File: config.mk
export PLATFORM = sky130hd
export DESIGN_NAME = ctrl_seq
export DESIGN_NICKNAME = d
export VERILOG_FILES = /design/src/rtl/ctrl_pkg.sv /design/src/rtl/ctrl_decode.sv /design/src/rtl/ctrl_seq.sv
export SDC_FILE = /design/constraint.sdc
export NUM_CORES = 1
export LEC_CHECK = 0
export ABC_AREA = 1
export CORE_ASPECT_RATIO = 2
export CORE_MARGIN = 1
export CORE_UTILIZATION = 52
export DETAILED_ROUTE_END_ITERATION = 7
export GPL_ROUTABILITY_DRIVEN = 0
export GPL_TIMING_DRIVEN = 0
export PLACE_DENSITY = 0.82
export SYNTH_ARGS = -nofsm -noshare
export SYNTH_HDL_FRONTEND = slang
export SYNTH_SLANG_ARGS = --single-unit
File: constraint.sdc
create_clock -name Clk -period 2.6 [get_ports Clk]
set_clock_uncertainty 0.15 [all_clocks]
set_input_delay 0.52 -clock Clk [delete_from_list [all_inputs] [get_ports Clk]]
set_output_delay 0.52 -clock Clk [all_outputs]
set_load 0.02 [all_outputs]
File: src/rtl/ctrl_pkg.sv
// Shared types and constants for the multi-cycle control sequencer and its decoder.
package ctrl_pkg;

  typedef enum logic [1:0] {IDLE, FETCH, EXEC, MEM} state_t;

  localparam logic [3:0] OP_JMP  = 4'h0;
  localparam logic [3:0] OP_BR1  = 4'h1;
  localparam logic [3:0] OP_BR2  = 4'h2;
  localparam logic [3:0] OP_BR3  = 4'h3;
  localparam logic [3:0] OP_BR4  = 4'h4;
  localparam logic [3:0] OP_ADD  = 4'h5;
  localparam logic [3:0] OP_XOR  = 4'h6;
  localparam logic [3:0] OP_STR  = 4'h7;
  localparam logic [3:0] OP_LD   = 4'h8;
  localparam logic [3:0] OP_SUB  = 4'h9;
  localparam logic [3:0] OP_MOVF = 4'hA;
  localparam logic [3:0] OP_NOP  = 4'hB;
  localparam logic [3:0] OP_CMP  = 4'hC;
  localparam logic [3:0] OP_LSL  = 4'hD;
  localparam logic [3:0] OP_MOVI = 4'hE;
  localparam logic [3:0] OP_HALT = 4'hF;

  localparam int ALU_ADD  = 0;
  localparam int ALU_SUB  = 1;
  localparam int ALU_XOR  = 2;
  localparam int ALU_LSL  = 3;
  localparam int ALU_PASS = 4;

  typedef struct packed {
    logic uncond_jmp;
    logic jtype;
    logic itype;
    logic rd_mem;
    logic wr_mem;
    logic reg_write;
    logic movf;
    logic is_halt;
  } ctrl_t;

endpackage

File: src/rtl/ctrl_decode.sv
// Combinational opcode decode: instruction register to control bundle plus legality flag.
module ctrl_decode
  import ctrl_pkg::*;
#(
  parameter int OPW  = 4,
  parameter int ALUW = 3
) (
  input  logic [OPW-1:0]  ir,
  output ctrl_t           ctl,
  output logic [ALUW-1:0] alu_op,
  output logic            legal
);

  logic [3:0] op;

  assign op    = ir[3:0];
  // Shifting instead of slicing keeps OPW=4 legal with no upper field at all.
  assign legal = ((ir >> 4) == '0);

  always_comb begin
    ctl    = '0;
    alu_op = ALUW'(ALU_PASS);
    if (legal) begin
      case (op)
        OP_JMP: begin
          ctl.uncond_jmp = 1'b1;
          ctl.jtype      = 1'b1;
        end
        OP_BR1, OP_BR2, OP_BR3, OP_BR4: ctl.jtype = 1'b1;
        OP_ADD: begin
          ctl.reg_write = 1'b1;
          alu_op        = ALUW'(ALU_ADD);
        end
        OP_XOR: begin
          ctl.reg_write = 1'b1;
          alu_op        = ALUW'(ALU_XOR);
        end
        OP_STR: ctl.wr_mem = 1'b1;
        // ld writes back only when the memory acknowledges; the sequencer gates it.
        OP_LD: begin
          ctl.rd_mem    = 1'b1;
          ctl.reg_write = 1'b1;
        end
        OP_SUB: begin
          ctl.reg_write = 1'b1;
          alu_op        = ALUW'(ALU_SUB);
        end
        OP_MOVF: begin
          ctl.reg_write = 1'b1;
          ctl.movf      = 1'b1;
        end
        OP_NOP: ;
        OP_CMP: alu_op = ALUW'(ALU_SUB);
        OP_LSL: begin
          ctl.itype     = 1'b1;
          ctl.reg_write = 1'b1;
          alu_op        = ALUW'(ALU_LSL);
        end
        OP_MOVI: begin
          ctl.itype     = 1'b1;
          ctl.reg_write = 1'b1;
        end
        OP_HALT: ctl.is_halt = 1'b1;
        default: ;
      endcase
    end
  end

endmodule

File: src/rtl/ctrl_seq.sv
// Multi-cycle FETCH/EXEC/MEM control sequencer with Start/Done handshake and retire counter.
module ctrl_seq
  import ctrl_pkg::*;
#(
  parameter int OPW  = 4,
  parameter int ALUW = 3,
  parameter int CNTW = 16
) (
  input  logic            Clk,
  input  logic            Reset,
  input  logic            Start,
  input  logic [OPW-1:0]  InstrIn,
  input  logic            MemAck,
  output logic            IRLoad,
  output logic            PCEn,
  output logic            UncondJmp,
  output logic            JType,
  output logic            IType,
  output logic            RdMem,
  output logic            WrMem,
  output logic            RegWrite,
  output logic            Movf,
  output logic [ALUW-1:0] ALUOp,
  output logic            MemReq,
  output logic            Done,
  output logic            IllegalOp,
  output logic [CNTW-1:0] InstrCount
);

  state_t          state, state_n;
  logic [OPW-1:0]  ir;
  ctrl_t           ctl;
  logic [ALUW-1:0] alu_op;
  logic            legal;
  logic            retire;
  logic            is_mem;

  ctrl_decode #(.OPW(OPW), .ALUW(ALUW)) u_decode (
    .ir     (ir),
    .ctl    (ctl),
    .alu_op (alu_op),
    .legal  (legal)
  );

  assign is_mem = ctl.rd_mem | ctl.wr_mem;

  always_ff @(posedge Clk) begin
    if (!Reset) begin
      state      <= IDLE;
      ir         <= '0;
      InstrCount <= '0;
      Done       <= 1'b0;
      IllegalOp  <= 1'b0;
    end else begin
      state <= state_n;
      if (state == IDLE && Start) begin
        InstrCount <= '0;
        Done       <= 1'b0;
        IllegalOp  <= 1'b0;
      end
      if (state == FETCH) ir <= InstrIn;
      if (retire && InstrCount != '1) InstrCount <= InstrCount + CNTW'(1);
      if (state == EXEC && ctl.is_halt) Done <= 1'b1;
      if (state == EXEC && !legal) IllegalOp <= 1'b1;
    end
  end

  always_comb begin
    state_n   = state;
    retire    = 1'b0;
    IRLoad    = 1'b0;
    PCEn      = 1'b0;
    UncondJmp = 1'b0;
    JType     = 1'b0;
    IType     = 1'b0;
    RdMem     = 1'b0;
    WrMem     = 1'b0;
    RegWrite  = 1'b0;
    Movf      = 1'b0;
    ALUOp     = '0;
    MemReq    = 1'b0;
    case (state)
      IDLE: if (Start) state_n = FETCH;
      FETCH: begin
        IRLoad  = 1'b1;
        state_n = EXEC;
      end
      EXEC: begin
        UncondJmp = ctl.uncond_jmp;
        JType     = ctl.jtype;
        IType     = ctl.itype;
        Movf      = ctl.movf;
        RdMem     = ctl.rd_mem;
        WrMem     = ctl.wr_mem;
        ALUOp     = alu_op;
        if (is_mem) begin
          MemReq  = 1'b1;
          state_n = MEM;
        end else if (ctl.is_halt) begin
          state_n = IDLE;
        end else begin
          RegWrite = ctl.reg_write;
          PCEn     = 1'b1;
          retire   = 1'b1;
          state_n  = FETCH;
        end
      end
      MEM: begin
        RdMem  = ctl.rd_mem;
        WrMem  = ctl.wr_mem;
        ALUOp  = alu_op;
        MemReq = 1'b1;
        // Retirement and ld write-back happen in the acknowledge cycle itself.
        if (MemAck) begin
          RegWrite = ctl.reg_write;
          PCEn     = 1'b1;
          retire   = 1'b1;
          state_n  = FETCH;
        end
      end
      default: state_n = IDLE;
    endcase
  end

endmodule

* Word level (Yosys, flattened, before mapping)
Cells that the tools add are included.
** Operators by class
- Add/subtract/negate cells :: 1
- Eq/ne operators :: 20
- Multiplexer cells :: 36
- Bitwise gates (word level) :: 1
- Reductions and logical operators :: 13
** Operator list (number)
- 2-to-1 mux 16 bit :: 2
- equality test 4 bit (second input constant) :: 7
- 2-to-1 mux 1 bit :: 25
- adder 16 x 1 -> 16 bit (second input constant) :: 1
- equality test 4 x 3 -> 1 bit (second input constant) :: 4
- != test 16 bit (second input constant) :: 1
- case mux 3 bit (4 select lines) :: 1
- equality test 4 x 2 -> 1 bit (second input constant) :: 2
- case mux 2 bit (4 select lines) :: 1
- OR reduction 7 bit :: 1
- 2-to-1 mux 2 bit :: 3
- case mux 1 bit (2 select lines) :: 3
- OR reduction 2 bit :: 3
- OR reduction 5 bit :: 1
- equality test 2 bit (second input constant) :: 2
- equality test 4 x 1 -> 1 bit (second input constant) :: 1
- logical NOT 4 bit :: 1
- != test 2 bit (second input constant) :: 2
- nonzero test 2 bit :: 2
- logical AND 1 bit :: 3
- 2-to-1 mux 3 bit :: 1
- equality test 2 x 1 -> 1 bit (second input constant) :: 1
- logical NOT 2 bit :: 1
- AND reduction 2 bit :: 1
- bitwise OR 1 bit :: 1
** Word-level totals
- Flip-flop bits (word level) :: 23
- Output and inout bits :: 31
- Logic and storage cells :: 75

* Logic depth before layout (Yosys ltp)
- Depth in word-level cells :: 7
- Gate-level depth with buffers :: 10
- Mapped depth without buffers :: 9

* By module
Synthesis repeated with hierarchy kept, for this count alone.
** Second synthesis, totals
- Cells, all modules :: 259
- Area, all modules :: 1652.8 sq um
** By module, submodules not included
- ctrl_seq :: times used 1, cells each 227, area each 1493.9 sq um, sequential area each 480.5 sq um
- ctrl_decode :: times used 1, cells each 32, area each 158.9 sq um, sequential area each 0.0 sq um

* Least setup slack after synthesis
OpenSTA, ideal clock, no wires.
- Path kind :: reg-to-output
- From :: reg state[0]
- To :: out Movf
- Arrival time :: 1407 ps
- Data required time :: 1930 ps
- Setup slack :: 523 ps
- Stages on the path, launching flop included :: 5
- Buffers on the path :: 0
- Path through :: dfxtp_1 -> inv_1 -> ha_1 -> inv_1 -> nor4_1
** Between the ends
- Word-level cells in the longest chain between the ends :: 2
** RTL lines
- start, declared :: RTL line ctrl_seq.sv:30 : state_t state, state_n;
- start signal, assigned :: RTL line ctrl_seq.sv:55 : state <= state_n;
- equality test 2 bit :: RTL line ctrl_seq.sv:82 : case (state)
- 2-to-1 mux 1 bit :: RTL line ctrl_seq.sv:82
- end, declared :: RTL line ctrl_seq.sv:22 : output logic Movf,
Every way passes these cells.

* Worst setup path in the final report
- From :: reg state[0]
- To :: out WrMem
** Between the ends
- Word-level cells in the longest chain between the ends :: 3
** RTL lines
- equality test 2 bit :: RTL line ctrl_seq.sv:82
- OR reduction 2 bit (no source line) *
- 2-to-1 mux 1 bit * :: RTL line ctrl_seq.sv:82
- end, declared :: RTL line ctrl_seq.sv:20 : output logic WrMem,
Every way passes the cells marked *; elsewhere a longest branch is shown, timed or not.

==> impl_metrics.py <==
metrics = {
    "status": {
        "status": "finished, final reports clean",
    },
    "routing": {
        "wirelength_um": 3600,
        "met3WireLength_um": 80,
        "highest_layer": "met4",
        "num_vias": 1598,
        "final_antenna_net_count": 0,
        "drc": 0,
        "viasPerCell": 5.42,
        "wire_per_inst_um": 12.2,
        "drt_iter0_markers": 50,
        "firstDrtPassIters": 4,
        "route.met2.wl_um": 2150,
        "wl_met1_um": 1330,
    },
    "die": {
        "core_um2": 2600,
        "ios": 39,
        "die_w_um": 39.6,
        "die_h_um": 77.1,
        "fp.dieArea_um2": 3050,
        "floorplan.initialDensity": 0.563,
        "rows": 26,
    },
    "sta": {
        "slew_viol_final": 0,
        "finalSetupViolCount": 0,
        "fin_crit_ps": 2510,
        "rsz0062_at_grt": "no",
        "fin_crit_sh": 0.967,
        "final.setup.worst_slack_ps": 86.9,
        "fmax_ghz": 0.398,
        "finalHoldViolations": 0,
    },
    "min_path": {
        "hold_start": "Done",
        "worstHoldEndpoint": "Done",
        "min_delay_path_depth": 2,
        "worstHoldPathType": "reg2reg",
    },
    "clock_tree": {
        "postCtsResizedCells": 8,
        "root_buffer": "clkbuf_8",
        "clock_sinks": 23,
        "clk_pin_slew_ps": 90,
        "cts_tree": "built",
        "cts_hold_buf": 0,
        "clk_latency_ps": 260,
        "h-tree-depth": 1,
        "cts_buffer_depth": 2,
        "cts_buffers": 3,
        "post_cts_buffers": 0,
    },
    "logic_synthesis": {
        "synth_nets": 239,
        "synthArstFlopShare": 0,
        "postSynthAreaPerCell_um2": 6.49,
        "synth-seq-cells": 23,
        "synth_top_area_share": 0.314,
        "ys.flop_type": "dfxtp_1",
        "ys_types": 26,
        "synth_edf_count": 0,
        "synth.area.top_cells": "dfxtp_1 (31%), nand2_1 (14%), a21oi_1 (8.5%), nand3_1 (7.8%), nor2_1 (6.9%)",
        "yosysSeqAreaShare": 0.314,
        "synth_top_cell_by_area": "dfxtp_1",
        "synthCells": 226,
        "yosys_warnings": 0,
        "netlist_area_um2": 1470,
    },
    "layout": {
        "diodes": 0,
        "syn_to_final_growth_pct": 31.5,
        "final_nets": 281,
        "drive_gt1_frac": 0.0637,
        "post-route-cell-area_um2": 1930,
        "post-route-util": 0.741,
    },
    "global_routing": {
        "track_usage": 0.264,
        "grt-ovfl-total": 0,
        "antenna_found_initial": 0,
        "grt_pass1_wl_um": 5950,
        "grt_pass1_vias": 1477,
        "grt_max_degree": 14,
    },
    "setup_path": {
        "critPathMaxFanout": 6,
        "crit_slowest_cell": "clkdlybuf4s50_1",
        "r2r-start": "InstrCount[0]",
        "rr_worst_depth": 9,
        "crit_arrival_ps": 1840,
        "setup.worst_path.end_class": "output pin",
        "r2r_end": "InstrCount[10]",
        "r2r_slack_ps": 610,
        "crit_path_start_kind": "flip-flop",
        "worstPathCellList": "inv_1, ha_1, nor2_4, nor2_1, clkdlybuf4s50_1",
        "path_class": "reg2out",
        "required_ps": 1930,
        "max_stage_delay_ps": 540,
    },
    "place": {
        "place_hpwl_um": 2880,
        "placedInstanceArea_um2": 1870,
        "post-place-ws_ps": -61.6,
        "port_buffers": 37,
    },
    "job": {
        "drv_cap": 0,
    },
    "pwr": {
        "seqPwrFrac": 0.433,
        "comb_power_share": 0.324,
        "p_per_area_nw_per_um2": 479,
        "clockPowerShare": 0.243,
        "p_int_mw": 0.585,
        "leakage_nw": 0.795,
        "vdd_drop_max_mv": 0.499,
        "netSwitchingPower_mw": 0.338,
        "swShare": 0.366,
    },
}
==> registers in the layout, summed over array words and instances (netlist names) <==
signal      count
Done            1
InstrCount     16
ir              4
state           2
==> final cells by class <==
| type | instances | area [um^2] |
|---|---|---|
| Tap cell | 28 | 35.0 |
| Multi-Input combinational cell | 173 | 887 |
| Timing Repair Buffer | 37 | 370 |
| Clock inverter | 1 | 5.00 |
| Inverter | 24 | 90.1 |
| Clock buffer | 3 | 41.3 |
| Buffer | 6 | 38.8 |
| Sequential cell | 23 | 460 |
| Fill cell | 238 | 674 |
==> power by group through the flow <==
| stage | clock network, mW | registers, mW | logic, mW |
|---|---|---|---|
| final | 0.224 | 0.400 | 0.299 |
| after global placement | 0 | 0.407 | 0.297 |
| after detailed placement | 0 | 0.407 | 0.301 |
| after CTS | 0.227 | 0.399 | 0.302 |
| after floorplan | 0 | 0.404 | 0.198 |
| after global routing | 0.240 | 0.404 | 0.332 |
==> cell usage in the layout (no fill, tap or decap), drive strengths merged, types with 2 or more instances in the layout <==
cell,n
o21ai,11
nor2,28
dfxtp,23
nand3,25
buf,4
a211oi,2
a21oi,25
nand2,56
dlymetal6s2s,3
xor2,6
nor3,2
ha,5
clkbuf,5
xnor2,4
clkdlybuf4s50,28
dlygate4sd2,6
nand4,4
inv,24
==> cell usage after synthesis, drive strengths merged, types with 2 or more instances <==
cell type	count
xor2	6
nand4	4
a211oi	2
nor3	2
nand2	56
dfxtp	23
xnor2	4
nand3	25
buf	4
o21ai	11
ha	5
clkbuf	2
a21oi	25
nor2	28
inv	24
==> through the flow <==
step	power (mW)	TNS (ps)	hold WS, ps	instances
final	0.923	0	324	295
after global routing	0.975	0	337	295
after CTS	0.927	0	323	295
after floorplan	0.603	0	362	226
after global placement	0.704	-52.1	318	291
after detailed placement	0.708	-61.6	309	291
==> metal layers <==
metal,vias to the layer above,GRT usage
li1,820,-
met1,748,0.236
met2,28,0.536
met3,2,0.0173
met4,0,0.0793
met5,-,0
==> worst max-delay path, delay by kind of cell, from the launching register on <==
family | cells | cell delay (ps)
and+or+nand+nor | 2 | 280
buffers and inverters | 2 | 620
adders and majority gates | 1 | 290
DFF | 1 | 390
==> worst max-delay path by stage <==
stage / start / cells after the start / endpoint
2_1_floorplan: state[0] / 4 / Movf
3_3_place_gp: MemAck / 6 / PCEn
3_5_place_dp: MemAck / 6 / PCEn
4_1_cts: state[0] / 5 / RdMem
5_1_grt: state[0] / 5 / WrMem
6_report: state[0] / 5 / WrMem
==> kinds of logic (layout without fill, tap and decap cells) <==
family                   count (synthesis)  after routing  share of synthesized area
XOR/XNOR                                10             10                     0.0597
flip-flops                              23             23                      0.314
adder cells (fa/ha/maj)                  5              5                     0.0427
other                                    1              1                    0.00256
buffers and inverters                   30             71                     0.0879
AO/OA/AOI/OAI                           40             40                      0.142
AND/OR/NAND/NOR                        117            117                      0.351
No activity file was read; power rests on OpenSTA's default activity.
==> RTL change 1, RTL diff (config.mk and constraints unchanged) <==
`ALUW` is set to 3 in 2 places; all go to 6.
--- a/src/rtl/ctrl_decode.sv
+++ b/src/rtl/ctrl_decode.sv
@@ -5,3 +5,3 @@
   parameter int OPW  = 4,
-  parameter int ALUW = 3
+  parameter int ALUW = 6
 ) (
--- a/src/rtl/ctrl_seq.sv
+++ b/src/rtl/ctrl_seq.sv
@@ -5,3 +5,3 @@
   parameter int OPW  = 4,
-  parameter int ALUW = 3,
+  parameter int ALUW = 6,
   parameter int CNTW = 16
Ports: changed (resized ALUOp); port bits go from 39 to 42. The function was not compared with the original's and may differ.
==> RTL change 1 against the original RTL <==
  * Worst hold slack improved by 30 ps
  * Sequential share of layout area is 0.34 points lower
  * Routed wire length rose by 4.3%
  * Cell area is 1.4% higher
  * Sequential cell count stayed put
  * Combinational power is 2% higher
  * Worst setup slack got worse by 13 ps
  * Area after synthesis up 1.5%
  * Power increased by 1.3%
  * Non-clock buffer count increased by 3
  * Largest cell class unchanged
  * Largest power group unchanged
==> RTL change 1: results (changes against the original RTL) <==
| Metric | Value |
|---|---|
| Outcome | `finished clean` |
| Post-synthesis share of cell area spent on xor and xnor gates | `0.0588 (-0.000903)` |
| Synthesis warning total | `0 (unchanged)` |
| Vias per inst | `5.41 (-0.12%)` |
| Vias in the first global route | `1,523 (+3.1%)` |
| Clk pin slew, worst setup/hold paths | `90 ps (about the same)` |
| Leak pwr | `0.784 nW (-1.5%)` |
| Max Fanout on Critical Path | `6 (unchanged)` |
| Total of buffers placed on input and output ports | `37 (unchanged)` |
| Number of instances in the placed design | `298 (+2.4%)` |
| Area after DPL | `1910 µm² (+1.9%)` |
| Worst min path class | `reg2reg` |
| CTS Buf Count | `3 (unchanged)` |
| Top_reg_cell synth | `sky130_fd_sc_hd__dfxtp_1` |
| Fraction of synthesized area in multiplexers | `0 (unchanged)` |
| Slew @ Worst Pin | `509 ps` |
| List of most frequent post-synthesis cells | `53 x sky130_fd_sc_hd__nand2_1, 27 x sky130_fd_sc_hd__nor2_1, 25 x sky130_fd_sc_hd__a21oi_1` |
| Async set-reset flop share out of synthesis | `0 (unchanged)` |
| Pin count of the biggest net entering global routing | `14 (unchanged)` |
| Wire length of the first global-routing pass | `6140 µm (+3.1%)` |
| DRT iter0 DRCs | `28 (-44%)` |
| Aggregate global-route resource usage | `0.273 (+0.00884)` |
| Clock root buffer master | `sky130_fd_sc_hd__clkbuf_8` |
| HPWL after detailed placement | `2930 µm (+1.7%)` |
| Met2 track demand over resource | `0.543 (+0.00656)` |
| Buffers from clock root to sink, at most | `2 (unchanged)` |
| Initial DRT Pass Iterations | `4 (unchanged)` |
| Number of filler instances in the final layout | `256 (+7.6%)` |
| Met1 usage in global routing | `0.236 (-0.000752)` |
| Count of H-tree levels built during CTS | `1 (unchanged)` |
| Stage delay of the slowest cell on the critical path | `540 ps (about the same)` |
| Fraction of the mapped netlist area in compound gates | `0.140 (-0.00216)` |
| Most congested layer reported by global routing | `met2` |
| Distinct cell type count after synthesis | `26 (unchanged)` |
| Worst voltage drop across the vdd grid | `0.363 mV (-27%)` |
| Arithmetic-cell share of the synthesized area counting full adders, half adders and majority gates | `0.0420 (-0.000645)` |
| Via count of the routed design | `1,634 (+2.3%)` |
| GR met3 Demand/Resource | `0.0200 (+0.00266)` |
| Proportion of layout cells with a drive suffix above 1 | `0.0696 (+0.00593)` |
| Post-synthesis instance total | `229 (+1.3%)` |
| Sequential fraction of the synthesis area | `0.309 (-0.00475)` |
| Cell types occupying the most area after synthesis | `sky130_fd_sc_hd__dfxtp_1 31%, sky130_fd_sc_hd__nand2_1 13%, sky130_fd_sc_hd__a21oi_1 8.4%, sky130_fd_sc_hd__nand3_1 7.7%, sky130_fd_sc_hd__nor2_1 6.8%` |
| Nets | `287 (+2.1%)` |
| Total length of routed wires | `3750 µm (+4.3%)` |
## RTL change 1: cell families (layout without fill, tap and decap cells)
logic type | count (synthesis) | after routing
compound gates | 40 | 40
xor+xnor | 10 | 10
fa+ha+maj | 5 | 5
buf+inv | 33 | 74
flops | 23 | 23
other cells | 1 | 4
simple gates | 117 | 117
## RTL change 1: worst paths after layout
path                               startpoint       endpoint  slack, ps  depth (start not counted)
worst min register to register           Done           Done        350                          2
worst max-delay path                 state[0]          WrMem         70                          5
worst max register to register  InstrCount[1]  InstrCount[5]        590                          9
worst min-delay path                     Done           Done        350                          2
## RTL change 1: worst max-delay path: cells and delay by family, from the launching register on
family / cells / cell delay, ps
flip-flops: 1 / 390
AND/OR/NAND/NOR: 2 / 280
adder cells (fa/ha/maj): 1 / 290
buffers and inverters: 2 / 630
## RTL change 1: what timing repair did
item	4_1_cts	5_1_grt
endpoints found under the setup margin	10	1
hold endpoints to repair	0	0
buffers inserted	0	0
resized for setup	8	1
## RTL change 1: area by class of cell
cell class / instances / share of cell area
Clock buffer: 3 / 0.0211
Buffer: 9 / 0.0313
Multi-Input combinational cell: 176 / 0.458
Tap cell: 29 / 0.0186
Sequential cell: 23 / 0.235
Inverter: 24 / 0.0461
Clock inverter: 1 / 0.00256
Timing Repair Buffer: 37 / 0.187
## RTL change 1: per-layer routing
metal  part of all wire  up-vias
met3              0.025       11
met2               0.61       45
met4              0.028        0
li1                   -      825
met5                  0        -
met1               0.34      753
## RTL change 1: through the flow
step	utilization	setup slack, ps	power, mW	hold WS [ps]
after floorplan	-	523	0.610	362
after detailed placement	0.697	-46.6	0.714	343
final	0.715	73.8	0.935	354
after CTS	0.714	67.2	0.936	355
after global routing	0.715	0.892	0.979	364
after global placement	0.697	-48.6	0.709	318
## RTL change 1: where the power goes
group / switching [mW] / internal, mW / leakage (nW)
registers: 0.0250 / 0.373 / 0.187
clock network: 0.124 / 0.107 / 0.0255
logic: 0.198 / 0.107 / 0.572
total: 0.347 / 0.588 / 0.784
==> RTL change 2, RTL diff (config.mk and constraints unchanged) <==
Made on the original files. Encoding of `state_t`: now one-hot (4 bits for 4 states).
--- a/src/rtl/ctrl_pkg.sv
+++ b/src/rtl/ctrl_pkg.sv
@@ -3,3 +3,3 @@
 
-  typedef enum logic [1:0] {IDLE, FETCH, EXEC, MEM} state_t;
+  typedef enum logic [3:0] {IDLE = 4'b0001, FETCH = 4'b0010, EXEC = 4'b0100, MEM = 4'b1000} state_t;
 
Behaviour: same outputs for any inputs over 10 cycles, from zero or initial values and one cycle with Reset low; not proved beyond that.
==> RTL change 2 against the original RTL <==
  * Via count rose by 0.31%
  * Worst setup slack improved by 17 ps
  * Global-route usage shrank 0.25 points
  * Area after synthesis up 7.0%
  * Synthesized cell count unchanged
  * Cell area grew 6.2%
  * Routed wire length is 4.0% higher
  * Sequential cell count is 2 higher
  * Largest cell class unchanged
  * Highest routed layer unchanged
Power is not compared: it rests on default switching activity, and its combinational part moved more than twofold at a synthesized area within 25%.
==> RTL change 2: results (changes against the original RTL) <==
| Metric | Value |
|---|---|
| HPWL after detailed placement | `2990 µm (+3.9%)` |
| Worst slew margin relative to its limit | `0.544` |
| Clk pin slew, worst setup/hold paths | `80 ps` |
| Antenna violations before repair | `0 (unchanged)` |
| GR met3 Demand/Resource | `0.0167 (-0.000628)` |
| Antenna Cells | `0 (unchanged)` |
| Outcome | `finished clean` |
| Sequential fraction of the synthesis area | `0.319 (+0.00499)` |
| Data arrival, critical path | `1830 ps` |
| Met1 usage in global routing | `0.246 (+0.0101)` |
| Biggest regs | `InstrCount x16, ir x4, state x4` |
| Worst min path class | `reg2reg` |
| Largest delay contributor family on the critical path | `buffers and inverters` |
| Worst-path cell with the longest stage delay | `sky130_fd_sc_hd__clkdlybuf4s50_1` |
| Vias per inst | `5.42 (about the same)` |
| Stage delay of the slowest cell on the critical path | `600 ps (+60 ps)` |
| Pin count of the biggest net entering global routing | `14 (unchanged)` |
| Worst setup slack after placement | `-39.8 ps (+21.7 ps)` |
| Cell type with the highest aggregate area in the netlist | `sky130_fd_sc_hd__dfxtp_1` |
| DRT iter0 DRCs | `31 (-38%)` |
| Cell types occupying the most area after synthesis | `sky130_fd_sc_hd__dfxtp_1 32%, sky130_fd_sc_hd__nand2_1 12%, sky130_fd_sc_hd__nand3_1 8.3%, sky130_fd_sc_hd__nor2_1 4.5%, sky130_fd_sc_hd__a21oi_1 4.5%` |
| Worst voltage drop across the vdd grid | `0.339 mV` |
| Max Fanout on Critical Path | `5 (-1)` |
| Vias in the first global route | `1,498 (+1.4%)` |
| Clock root buffer master | `sky130_fd_sc_hd__clkbuf_8` |
| Synthesis warning total | `0 (unchanged)` |
| Wire length of the first global-routing pass | `6090 µm (+2.2%)` |
| Post-CTS setup buffer count | `0 (unchanged)` |
| Met2 track demand over resource | `0.509 (-0.0267)` |
| Nets | `277 (-1.4%)` |
| List of most frequent post-synthesis cells | `52 x sky130_fd_sc_hd__nand2_1, 26 x sky130_fd_sc_hd__nand3_1, 25 x sky130_fd_sc_hd__dfxtp_1` |
| Distinct cell type count after synthesis | `37 (+42%)` |
| Async set-reset flop share out of synthesis | `0 (unchanged)` |
| Aggregate global-route resource usage | `0.262 (-0.00249)` |
| Proportion of layout cells with a drive suffix above 1 | `0.142 (+0.0787)` |
| Power spent charging and discharging nets | `0.217 mW` |
| Buffers from clock root to sink, at most | `2 (unchanged)` |
| Count of H-tree levels built during CTS | `1 (unchanged)` |
| Leak pwr | `0.837 nW` |
| Number of filler instances in the final layout | `247 (+3.8%)` |
| Total of buffers placed on input and output ports | `37 (unchanged)` |
| Initial DRT Pass Iterations | `4 (unchanged)` |
| CTS Buf Count | `3 (unchanged)` |
| DRC violations left | `0 (unchanged)` |
| Average wire per standard cell | `12.6 µm (+3.7%)` |
| Clock insertion delay at the later pin of the skew report | `260 ps (about the same)` |
| Syn Nets | `235 (-1.7%)` |
[RTL change 2: changes by cell type after synthesis, sizes merged, moves of 2 or more]
cell,unedited run,this run
nor3,2,4
dfxtp,23,25
nor2,28,24
o21ai,11,6
ha,5,1
nand2,56,54
nand3,25,27
a21oi,25,23
nand4,4,6
inv,24,26
clkinv,0,3
[RTL change 2: metal layers]
| layer | up-vias | share of wire |
|---|---|---|
| met3 | 5 | 0.031 |
| met4 | 0 | 0.014 |
| met2 | 38 | 0.60 |
| li1 | 822 | - |
| met5 | - | 0 |
| met1 | 738 | 0.36 |
[RTL change 2: logic make-up (layout without fill, tap and decap cells)]
group / after synthesis / in the layout / share of synthesized area
and+or+nand+nor: 118 / 118 / 0.364
AOI/OAI and AO/OA: 36 / 36 / 0.154
buffers and inverters: 35 / 76 / 0.0965
DFF: 25 / 25 / 0.319
xor gates and xnor gates: 10 / 10 / 0.0558
adders and majority gates: 1 / 1 / 0.00797
other: 1 / 1 / 0.00239
[RTL change 2: worst paths after layout]
path	from	to	slack [ps]	depth (start not counted)
max	ir[2]	MemReq	100	7
max reg2reg	InstrCount[0]	InstrCount[2]	650	10
min reg2reg	Done	Done	320	2
min	Done	Done	320	2
[RTL change 2: per-stage QoR]
step	area [µm²]	util	total power, mW	std cells	hold WS, ps
after global placement	1980	0.705	0.544	292	304
after CTS	2020	0.720	0.772	296	326
after detailed placement	1980	0.705	0.547	292	313
after global routing	2050	0.730	0.803	296	366
final	2050	0.730	0.768	296	323
after floorplan	1570	-	0.505	226	332
[RTL change 2: final cells by class]
class	count	area share
clock buffer	4	0.0220
buffer	6	0.0214
tap	29	0.0177
multi-input combinational	166	0.456
inverter	29	0.0532
timing repair buffer	37	0.185
sequential	25	0.244
[RTL change 2: power groups by stage]
stage	clock (mW)	combinational, mW	sequential [mW]
final	0.227	0.131	0.410
after global routing	0.246	0.145	0.412
after CTS	0.233	0.128	0.410
after detailed placement	0	0.128	0.419
after global placement	0	0.126	0.419
after floorplan	0	0.0879	0.417
[RTL change 2: timing repair]
action | CTS | global route
endpoints found under the hold margin | 0 | 0
resized for setup | 4 | 10
setup endpoints to repair | 6 | 9
[RTL change 2: worst reg2reg max path, stage by stage (launching register included)]
cell                      delay (ps)
sky130_fd_sc_hd__dfxtp_1         410
sky130_fd_sc_hd__ha_1            220
sky130_fd_sc_hd__nand3_1         130
sky130_fd_sc_hd__nor2_4          200
sky130_fd_sc_hd__nand3_4         110
sky130_fd_sc_hd__nor2_4          140
sky130_fd_sc_hd__inv_2            60
sky130_fd_sc_hd__nand2_4         110
sky130_fd_sc_hd__buf_8           140
sky130_fd_sc_hd__nand3_1          70
sky130_fd_sc_hd__a21oi_1         130
